File: src/rtl/multiplier_pkg.sv
// rtl/multiplier_pkg.sv - shared state encoding and sizing helper for the shift-add multiplier
package multiplier_pkg;

  typedef enum logic [2:0] {
    IDLE  = 3'd0,
    CLR   = 3'd1,
    ADD   = 3'd2,
    SHIFT = 3'd3,
    DONE  = 3'd4,
    ITER  = 3'd5
  } mult_state_t;

  // Counter must reach WIDTH itself, hence WIDTH+1 distinct values.
  function automatic int cnt_width(input int w);
    return $clog2(w + 1);
  endfunction

endpackage

File: src/rtl/multiplier_nbit_if.sv
// rtl/multiplier_nbit_if.sv - switch/button side controls and register/status outputs of the multiplier
interface multiplier_nbit_if #(
  parameter int WIDTH = 8
);
  logic             ClearA_LoadB;
  logic             Run;
  logic [WIDTH-1:0] S;
  logic [WIDTH-1:0] Aval;
  logic [WIDTH-1:0] Bval;
  logic             X;
  logic             M;
  logic             Busy;
  logic             Done;

  modport master (
    output ClearA_LoadB, Run, S,
    input  Aval, Bval, X, M, Busy, Done
  );

  modport slave (
    input  ClearA_LoadB, Run, S,
    output Aval, Bval, X, M, Busy, Done
  );
endinterface

File: src/rtl/add_sub_nbit.sv
// rtl/add_sub_nbit.sv - (WIDTH+1)-bit sign-extending adder/subtractor producing {X, sum}
module add_sub_nbit #(
  parameter int WIDTH = 8
) (
  input  logic [WIDTH-1:0] a_i,
  input  logic [WIDTH-1:0] s_i,
  input  logic             sub_i,
  output logic             x_o,
  output logic [WIDTH-1:0] sum_o
);

  logic [WIDTH:0] a_ext;
  logic [WIDTH:0] s_ext;

  assign a_ext = {a_i[WIDTH-1], a_i};
  assign s_ext = {s_i[WIDTH-1], s_i};

  // Result wraps modulo 2^(WIDTH+1); the top bit becomes the new X.
  assign {x_o, sum_o} = sub_i ? (a_ext - s_ext) : (a_ext + s_ext);

endmodule

File: src/rtl/multiplier_nbit.sv
// rtl/multiplier_nbit.sv - signed shift-add multiplier, X:A:B product chain; MULT_FAST_ITER_EN merges ADD/SHIFT into ITER
module multiplier_nbit
  import multiplier_pkg::*;
#(
  parameter int WIDTH = 8
) (
  input  logic             Clk,
  input  logic             Reset,
  multiplier_nbit_if.slave bus
);

  localparam int CW = cnt_width(WIDTH);
  localparam logic [CW-1:0] LAST_CNT = CW'(WIDTH - 1);

  mult_state_t      state_q;
  logic             x_q;
  logic [WIDTH-1:0] a_q;
  logic [WIDTH-1:0] b_q;
  logic [CW-1:0]    cnt_q;
  logic             busy_q;
  logic             done_q;

  logic             sub_d;
  logic             x_sum;
  logic [WIDTH-1:0] a_sum;
  logic [WIDTH:0]   xa_d;

  // The sign bit of B carries negative weight, so the final step subtracts.
  assign sub_d = (cnt_q == LAST_CNT);

  add_sub_nbit #(.WIDTH(WIDTH)) u_add_sub (
    .a_i   (a_q),
    .s_i   (bus.S),
    .sub_i (sub_d),
    .x_o   (x_sum),
    .sum_o (a_sum)
  );

  assign xa_d = b_q[0] ? {x_sum, a_sum} : {x_q, a_q};

  always_ff @(posedge Clk or negedge Reset) begin
    if (!Reset) begin
      state_q <= IDLE;
      x_q     <= 1'b0;
      a_q     <= '0;
      b_q     <= '0;
      cnt_q   <= '0;
      busy_q  <= 1'b0;
      done_q  <= 1'b0;
    end else begin
      case (state_q)
        IDLE: begin
          if (bus.ClearA_LoadB) begin
            x_q <= 1'b0;
            a_q <= '0;
            b_q <= bus.S;
          end else if (bus.Run) begin
            state_q <= CLR;
            busy_q  <= 1'b1;
          end
        end
        CLR: begin
          x_q   <= 1'b0;
          a_q   <= '0;
          cnt_q <= '0;
`ifdef MULT_FAST_ITER_EN
          state_q <= ITER;
`else
          state_q <= ADD;
`endif
        end
`ifdef MULT_FAST_ITER_EN
        ITER: begin
          x_q   <= xa_d[WIDTH];
          a_q   <= xa_d[WIDTH:1];
          b_q   <= {xa_d[0], b_q[WIDTH-1:1]};
          cnt_q <= cnt_q + CW'(1);
          if (cnt_q == LAST_CNT) begin
            state_q <= DONE;
            busy_q  <= 1'b0;
            done_q  <= 1'b1;
          end
        end
`else
        ADD: begin
          {x_q, a_q} <= xa_d;
          state_q    <= SHIFT;
        end
        SHIFT: begin
          a_q   <= {x_q, a_q[WIDTH-1:1]};
          b_q   <= {a_q[0], b_q[WIDTH-1:1]};
          cnt_q <= cnt_q + CW'(1);
          if (cnt_q == LAST_CNT) begin
            state_q <= DONE;
            busy_q  <= 1'b0;
            done_q  <= 1'b1;
          end else begin
            state_q <= ADD;
          end
        end
`endif
        DONE: begin
          if (!bus.Run) begin
            state_q <= IDLE;
            done_q  <= 1'b0;
          end
        end
        default: begin
          state_q <= IDLE;
          busy_q  <= 1'b0;
          done_q  <= 1'b0;
        end
      endcase
    end
  end

  assign bus.Aval = a_q;
  assign bus.Bval = b_q;
  assign bus.X    = x_q;
  assign bus.M    = b_q[0];
  assign bus.Busy = busy_q;
  assign bus.Done = done_q;

endmodule
File: src/flat_wrapper.sv
// flat-port wrapper written by rule: the top's interface ports become plain ports
module multiplier_nbit_flat import multiplier_pkg::*;
#(
  parameter int WIDTH = 8
)
  (Clk, Reset, bus_ClearA_LoadB, bus_Run, bus_S, bus_Aval, bus_Bval, bus_X, bus_M, bus_Busy, bus_Done);
  multiplier_nbit_if #(.WIDTH(WIDTH)) bus_i ();
  input  logic Clk;
  input  logic Reset;
  input wire logic [$bits(bus_i.ClearA_LoadB)-1:0] bus_ClearA_LoadB;
  input wire logic [$bits(bus_i.Run)-1:0] bus_Run;
  input wire logic [$bits(bus_i.S)-1:0] bus_S;
  output wire logic [$bits(bus_i.Aval)-1:0] bus_Aval;
  output wire logic [$bits(bus_i.Bval)-1:0] bus_Bval;
  output wire logic [$bits(bus_i.X)-1:0] bus_X;
  output wire logic [$bits(bus_i.M)-1:0] bus_M;
  output wire logic [$bits(bus_i.Busy)-1:0] bus_Busy;
  output wire logic [$bits(bus_i.Done)-1:0] bus_Done;
  assign bus_i.ClearA_LoadB = bus_ClearA_LoadB;
  assign bus_i.Run = bus_Run;
  assign bus_i.S = bus_S;
  assign bus_Aval = bus_i.Aval;
  assign bus_Bval = bus_i.Bval;
  assign bus_X = bus_i.X;
  assign bus_M = bus_i.M;
  assign bus_Busy = bus_i.Busy;
  assign bus_Done = bus_i.Done;
  multiplier_nbit #(.WIDTH(WIDTH)) u_core (.Clk(Clk), .Reset(Reset), .bus(bus_i));
endmodule
File: config.mk
export PLATFORM = sky130hd
export DESIGN_NAME = multiplier_nbit_flat
export DESIGN_NICKNAME = d
export VERILOG_FILES = /design/src/rtl/multiplier_pkg.sv /design/src/rtl/multiplier_nbit_if.sv /design/src/rtl/add_sub_nbit.sv /design/src/rtl/multiplier_nbit.sv /design/src/flat_wrapper.sv
export SDC_FILE = /design/constraint.sdc
export NUM_CORES = 1
export LEC_CHECK = 0
export CAP_MARGIN = 20
export CORE_MARGIN = 2
export CORE_UTILIZATION = 55
export CTS_BUF_LIST = sky130_fd_sc_hd__clkbuf_4 sky130_fd_sc_hd__clkbuf_8 sky130_fd_sc_hd__clkbuf_16
export CTS_CLUSTER_SIZE = 30
export DETAILED_ROUTE_END_ITERATION = 8
export PLACE_DENSITY = 0.84
export SLEW_MARGIN = 20
export SYNTH_ARGS = -nofsm -noshare
export SYNTH_HDL_FRONTEND = slang
export SYNTH_SLANG_ARGS = --single-unit
export TNS_END_PERCENT = 5
File: constraint.sdc
create_clock -name Clk -period 7.5 [get_ports Clk]
set_input_delay 1.5 -clock Clk [delete_from_list [all_inputs] [get_ports Clk]]
set_output_delay 1.5 -clock Clk [all_outputs]
set_load 0.01 [all_outputs]
; Yosys cells after proc, flatten, opt, wreduce, memory -nomap -nowiden
; Index checks and enable logic that the tools add are counted.
[totals]
word_cells = 57
regBits = 26
out_inout_bits = 20
in_bits = 12
[op_classes]
addsub = 3
eq_ne = 11
bitwise = 2
reduce_logical = 13
n_mux = 21
[op_table]
columns = operator, count
row1 = 8-bit case mux with 4 select lines, 1
row2 = 9-bit two-way mux, 2
row3 = 8-bit two-way mux, 2
row4 = 8-bit case mux with 2 select lines, 1
row5 = 3-bit case mux with 5 select lines, 1
row6 = 3-bit two-way mux, 4
row7 = 3-bit AND reduction, 4
row8 = 2-bit != test (second input constant), 5
row9 = 8-bit by 8-bit adder with 9-bit output, 1
row10 = 1-bit case mux with 3 select lines, 3
row11 = 8-bit by 8-bit subtractor with 9-bit output, 1
row12 = 4-bit case mux with 2 select lines, 1
row13 = 3-bit by 2-bit equality test with 1-bit output (second input constant), 2
row14 = 1-bit two-way mux, 6
row15 = 3-bit OR reduction, 2
row16 = 4-bit by 1-bit adder with 4-bit output (second input constant), 1
row17 = 4-bit by 3-bit equality test with 1-bit output (second input constant), 1
row18 = 4-bit AND reduction, 1
row19 = 2-bit nonzero test, 2
row20 = 4-bit nonzero test, 1
row21 = 3-bit by 1-bit equality test with 1-bit output (second input constant), 1
row22 = 3-bit equality test (second input constant), 1
row23 = 3-bit logical NOT, 1
row24 = 3-bit nonzero test, 1
row25 = other kinds (3), 4

; Logic depth before layout (Yosys ltp)
; Gate-level depths: netlist (run 1).
[depth]
word_depth = 4
ltp_mapped = 12

; Hierarchy
; A second synthesis (run 1) with hierarchy kept.
[unflattened]
cells_unflattened = 175
area_unflattened_um2 = 1848.0
[modules_own_cells]
columns = mod, area_per_inst_um2, seq_area_each_um2, n_inst, cells_each
row1 = multiplier_nbit, 1330.0, 650.6, 1, 108
row2 = add_sub_nbit, 518.0, 0.0, 1, 67

; Worst setup path before layout (run 1)
; Ideal clock, no wire load.
[synth_timing]
path_type = input -> register
start = input port bus_S[0]
end = register u_core.a_q[5] (netlist: u_core.bus.Aval[5])
stages = 10
path_buffers = 0
setup_time_ps = 124
setup_slack_ps = 4090
arrival_ps = 3286
cell_sequence = inv_1 > ha_1 > mux2i_1 > ha_1 > nor2b_1 > o31a_1 > nor2_2 > mux2i_1 > nor4b_2 > o31a_1
[synth_between]
elab_chain_cells = 4
word_cells_on_any_way = 5
classes_between = 2 x add/sub / 3 x mux
[synth_lines]
columns = element, line
row1 = start: declaration, flat_wrapper.sv:12  ; input wire logic [$bits(bus_i.S)-1:0] bus_S;
row2 = 8-bit by 8-bit adder with 9-bit output / 8-bit by 8-bit subtractor with 9-bit output (equally long branches), add_sub_nbit.sv:19  ; assign {x_o, sum_o} = sub_i ? (a_ext - s_ext) : (a_ext + s_ext);
row3 = 9-bit two-way mux (*), add_sub_nbit.sv:19
row4 = 9-bit two-way mux (*), multiplier_nbit.sv:39  ; assign xa_d = b_q[0] ? {x_sum, a_sum} : {x_q, a_q};
row5 = 8-bit case mux with 4 select lines (*), multiplier_nbit.sv:51  ; case (state_q)
row6 = end signal: assignment, multiplier_nbit.sv:90  ; a_q <= {x_q, a_q[WIDTH-1:1]};
row7 = end: declaration, multiplier_nbit.sv:17  ; logic [WIDTH-1:0] a_q;
; Every way passes the cells marked *; elsewhere a longest branch is shown, timed or not. The select of a mux whose other input is x is not followed.
; A chain may end at the register's enable or synchronous reset.

; Final worst setup path (run 1)
; Ends and elaborated chain as after synthesis.

==> impl_metrics.toml, run 1 <==
[run_status]
outcome = "complete, no violations"

[setup_path]
reg2reg_slack_ns = 4.58
required_ns = 7.73
reg2reg_to = "u_core.bus.Aval[5]"
r2r_start = "u_core.cnt_q[0]"
setup.worst_path.start_class = "input pin"
critPathKind = "input pin to flop"
cp_max_fo = 4
cp-startpoint = "bus_S[0]"
r2r_cells = 10
endpoint = "u_core.bus.Aval[5]"
crit_arrival_ns = 3.99
cp-end-kind = "flop"

[sta]
relSlewSlack_pct = 51.4
timing.final.crit_share_pct = 50.1
slew_violations = 0
period_minus_slack_ns = 3.76
grt_setup_unrepaired = "no"
fin_ws_ns = 3.74
hold_viol = 0
tns_ns = 0
fin_skew_ns = 0.0128
tightest_slew_ns = 0.729
fmax_ghz = 0.266
setup_viol = 0
holdWs_ns = 0.499

[die]
dieArea_sq_mm = 0.00372
rows = 20
die_y_microns = 61.0
dieWidth_microns = 61.0
io_pins = 32
core_area_sq_mm = 0.00308
start_util_pct = 58.0

[cells_and_area]
diodes = 0
finalNonFillerCells = 280
seq_area_sq_um = 651
multiInputGateArea_sq_mm = 0.00103
final_nets = 260
stdcell_area_sq_mm = 0.00215
area_delta_synth_final_pct = 20.3
nFillCells = 236
layout-drive-gt1-share_pct = 5.93

[global_routing]
track_usage_pct = 22.2
antenna_found_initial = 0
use_met3_pct = 1.92
gr-total-overflow = 0
grt_pass1_wl_microns = 6180
grt_max_degree = 27
busiest_layer = "met2"
use_met2_pct = 35.9
grt_pass1_vias = 1329
grtUsageMet1_pct = 31.1

[clocking]
cts_setup_buffers = 0
cts_buffer_depth = 2
cts_root_buf = "clkbuf_4"
worstSkewPairLatency_ns = 0.34
clkSinkCount = 26
cts_resized = 0
cts_buffers = 3
cts.htree.levels = 1
clkTransAtPathRegs_ns = 0.15
cts_tree = "done"
ctsHoldBuffers = 0

[place]
gp_congestion = 0.892
pre_cts_slack_ns = 3.38
dp.cells = 276
place_area_sq_mm = 0.00209
io_buffers = 31
dp_hpwl_microns = 2790

[logic_synthesis]
yosys-top-cells-count = "31 x nand2_1, 26 x dfrtp_1, 21 x nor2_1"
synth_cell_type_count = 42
synth_fp_nets = 233
synth_top_area_cell = "dfrtp_1"
synth-seq-cells = 26
async_flop_share_pct = 100
yosysWarnings = 0
synthesis.area_sq_mm = 0.00179
ys_seq_area_share_pct = 36.4
synth_area_leaders = "dfrtp_1 36%, ha_1 7.0%, nand2_1 6.5%"
synth.most_common_cell = "nand2_1"
synthCells = 210
syn_avg_cell_area_sq_um = 8.50
synth-edff-count = 0
synth_flop_cell = "dfrtp_1"
synth_top_area_share_pct = 36.4

[detailed_routing]
viasPerCell = 5.47
wl_microns = 3850
drtIter0Drc = 67
vias = 1532
postRouteAntennaNets = 0
dr.pass1.iters = 4
wire_per_inst_microns = 13.7
drc_errors = 0

[hold_path]
hold_path.class = "flop to flop"

[power]
ir_worst_vdd_uv = 246
p_leak_nw = 0.918
powerDensity_mw_per_mm2 = 480

[flow_run]
cap_viol_max_count = 0
layout make-up:
class,count,share of cell area [%]
multi-input cells,164,48.1
inverters,10,1.75
clock inverters,1,1.40
flip-flops and latches,26,30.3
repair buffers,32,14.8
clock buffers,3,1.05
well taps,44,2.56
metal layers:
metal | share of wire [%] | wire length [microns]
met1 | 47 | 1810
met2 | 46 | 1770
met4 | 1.6 | 61
met5 | 0 | 0
met3 | 5.2 | 200
how the worst min path moves through the flow:
stage | startpoint | endpoint | slack (ns) | cells past startpoint
after CTS | u_core.cnt_q[3] | u_core.cnt_q[3] | 0.50 | 1
after detailed placement | u_core.cnt_q[3] | u_core.cnt_q[3] | 0.48 | 1
final | u_core.cnt_q[3] | u_core.cnt_q[3] | 0.50 | 1
after floorplan | u_core.cnt_q[3] | u_core.cnt_q[3] | 0.44 | 1
after global placement | u_core.cnt_q[3] | u_core.cnt_q[3] | 0.46 | 1
after global routing | u_core.cnt_q[3] | u_core.cnt_q[3] | 0.52 | 1
sequential cells by signal, summed over array words and instances, names as in the netlist:
signal / flops
u_core.bus.Busy: 1
u_core.cnt_q: 4
u_core.bus.Done: 1
u_core.bus.Bval: 8
u_core.bus.X: 1
u_core.state_q: 3
u_core.bus.Aval: 8
per-stage QoR:
stage,total power (W),util (%)
2_1_floorplan,0.000749,-
3_3_place_gp,0.000921,68.0
3_5_place_dp,0.000933,68.0
4_1_cts,0.00104,69.8
5_1_grt,0.00113,69.8
6_report,0.00103,69.8
logic make-up (layout without fill, tap and decap cells):
| kind of cell | count (synthesis) | count (layout) | share of synthesized area (%) |
|---|---|---|---|
| flops | 26 | 26 | 36.4 |
| fa+ha+maj | 11 | 11 | 8.13 |
| buf+inv | 20 | 46 | 5.68 |
| mux | 3 | 3 | 1.68 |
| simple gates | 76 | 76 | 20.3 |
| compound gates | 62 | 62 | 21.9 |
| xor+xnor | 12 | 12 | 5.89 |
power breakdown:
group          switching (W)  internal (W)
clock              0.0000448     0.0000542
sequential         0.0000927      0.000212
combinational       0.000324      0.000304
total               0.000462      0.000570
critical path, stage by stage:
cell	delay, ns
clkdlybuf4s50_1	0.52
inv_1	0.06
ha_1	0.29
mux2i_1	0.23
ha_1	0.28
nor2b_1	0.13
o31a_1	0.25
nor2_2	0.12
mux2i_1	0.24
nor4b_2	0.07
o31a_1	0.30
placed cells by master (no fill, tap or decap), drive strengths merged, types with 2 or more instances in the layout:
cell type / synthesis / layout
a31oi: 11 / 11
nor2: 24 / 24
nand2: 31 / 31
a22oi: 3 / 3
ha: 10 / 10
nand2b: 2 / 2
o21a: 2 / 2
nor2b: 3 / 3
o31ai: 5 / 5
dfrtp: 26 / 26
xnor2: 11 / 11
mux2i: 3 / 3
inv: 10 / 10
a21oi: 15 / 15
clkbuf: 0 / 3
nor3: 4 / 4
clkdlybuf4s50: 0 / 31
a21o: 2 / 2
o31a: 2 / 2
nand3: 5 / 5
o21ai: 18 / 18
Power figures use the tool's default switching activity.
==> run 2: changes to the inputs <==
- CORE_UTILIZATION: 55 -> 47
- PLACE_DENSITY: 0.84 -> 0.76
- clock period: 7.5 -> 3.2 ns (I/O delays scaled with it)
==> run 2 against run 1 <==
Net effect:
- sequential share of layout area decreased by 0.64 points
- non-clock buffer count increased by 3
- global-route usage decreased by 1.9 points
- register-to-register slack got worse by 4.2 ns
- power increased by 140%
- clock skew decreased by 0.0035 ns
- combinational power increased by 140%
- via count increased by 2.5%
==> impl_metrics.toml, run 2 (same netlist as run 1, synthesis figures left out) <==
[clocking]
cts_tree = "done"
cts_root_buf = "clkbuf_8"
ctsHoldBuffers = 0
cts_buffer_depth = 2
cts_setup_buffers = 0
cts_resized = 0
clkTransAtPathRegs_ns = 0.10
cts.htree.levels = 1
worstSkewPairLatency_ns = 0.28
cts_buffers = 3
clkSinkCount = 26

[global_routing]
grt_max_degree = 27
gr-total-overflow = 0
grt_pass1_vias = 1528
use_met3_pct = 2.74
busiest_layer = "met2"
antenna_found_initial = 0
grtUsageMet1_pct = 27.7
track_usage_pct = 20.4
use_met2_pct = 33.6
grt_pass1_wl_microns = 6860

[sta]
grt_setup_unrepaired = "no"
slew_violations = 0
relSlewSlack_pct = 50.0
timing.final.crit_share_pct = 91.9
tightest_slew_ns = 0.751
fin_skew_ns = 0.00929
tns_ns = 0
hold_viol = 0
setup_viol = 0
period_minus_slack_ns = 2.94
fmax_ghz = 0.340

[die]
rows = 22
dieWidth_microns = 65.6
core_area_sq_mm = 0.00366
io_pins = 32
start_util_pct = 48.8
die_y_microns = 65.6
dieArea_sq_mm = 0.00431

[power]
combPwrFrac_pct = 59.8
total_power_w = 0.00248
pwr-share-clk_pct = 11.2
intPower_w = 0.00139
ir_worst_vdd_uv = 623
switching_share_pct = 44.0
powerDensity_mw_per_mm2 = 1130
p_sw_w = 0.00109
p_leak_nw = 0.941
pwr-share-seq_pct = 29.0

[place]
gp_congestion = 0.913
io_buffers = 31
dp_hpwl_microns = 2890

[setup_path]
reg2reg_to = "u_core.bus.X"
r2r_cells = 11
crit_arrival_ns = 3.10
critPathKind = "input pin to flop"
cpPeakStageDelay_ns = 0.54
cp_slowest_cell = "clkdlybuf4s50_1"
cp-end-kind = "flop"
cp-startpoint = "bus_S[1]"
cp_top_family = "buffers and inverters"
timing.critical_path.mode_cell = "o21ai_1"
required_ns = 3.36
crit_chain = "clkdlybuf4s50_1, inv_1, ha_1, mux2i_1, buf_4, fa_1, a21o_1, a21oi_2, o21ai_1, a21oi_1, xnor2_1, o21ai_1"
endpoint = "u_core.bus.X"
setup.worst_path.start_class = "input pin"
crit_buf_inv = 3
r2r_start = "u_core.cnt_q[0]"
cp.depth = 12
reg2reg_slack_ns = 0.38
cp_max_fo = 4

[detailed_routing]
vias = 1570
dr.pass1.iters = 4
wl_microns = 3930
drc_errors = 0
drtIter0Drc = 92
postRouteAntennaNets = 0
wire_per_inst_microns = 13.7
viasPerCell = 5.47

[run_status]
outcome = "complete, no violations"

[hold_path]
hold_path.startpoint = "u_core.cnt_q[3]"
hold_path.class = "flop to flop"

[cells_and_area]
diodes = 0
area_delta_synth_final_pct = 22.8
layout-drive-gt1-share_pct = 7.11
final_nets = 263
nFillCells = 342
final_cell_mix = "31 x nand2_1, 31 x clkdlybuf4s50_1, 26 x dfrtp_1"

[flow_run]
cap_viol_max_count = 0
==> run 2: changes by cell type in the layout (fill, tap and decap cells not counted) <==
cell	change
clkbuf_4	-3
clkbuf_8	+3
buf_4	+3
==> run 2: how the worst min path moves through the flow <==
stage | slack (ns) | end | cells after the start
after floorplan | 0.34 | u_core.bus.Aval[0] | 0
after global placement | 0.46 | u_core.cnt_q[3] | 1
after detailed placement | 0.46 | u_core.cnt_q[3] | 1
after CTS | 0.49 | u_core.cnt_q[3] | 1
after global routing | 0.53 | u_core.cnt_q[2] | 1
final | 0.48 | u_core.cnt_q[3] | 1
==> run 2: per-stage QoR <==
stage          std cells  worst slack, ns  hold WS, ns  area [sq um]  utilization, %
3_5_place_dp         283          0.00336        0.463          2120            58.0
5_1_grt              287            0.118        0.532          2190            59.9
3_3_place_gp         283           0.0203        0.462          2120            58.0
6_report             287            0.259        0.482          2190            59.9
2_1_floorplan        210            0.604        0.344          1790               -
4_1_cts              287            0.272        0.485          2190            59.9
==> run 2: final cells by class <==
cell class                 count  area [sq um]  area share (%)
clock buffer                   3          41.3            1.88
tap                           48          60.1            2.74
timing repair buffer          35           340            15.5
clock inverter                 1          30.0            1.37
sequential                    26           651            29.7
multi-input combinational    164          1030            47.1
inverter                      10          37.5            1.71
==> run 2: power groups by stage <==
stage          logic [W]  clock network, W  registers (W)
4_1_cts          0.00149          0.000283       0.000720
3_3_place_gp     0.00145                 0       0.000724
2_1_floorplan    0.00108                 0       0.000680
5_1_grt          0.00167          0.000297       0.000749
3_5_place_dp     0.00148                 0       0.000727
6_report         0.00148          0.000276       0.000719
==> run 2: per-layer routing <==
| metal | share of wire (%) | wire length, microns | vias up |
|---|---|---|---|
| met2 | 48 | 1880 | 39 |
| met1 | 48 | 1880 | 738 |
| met3 | 3.4 | 133 | 2 |
| met5 | 0 | 0 | - |
| li1 | - | - | 791 |
| met4 | 0.79 | 31 | 0 |
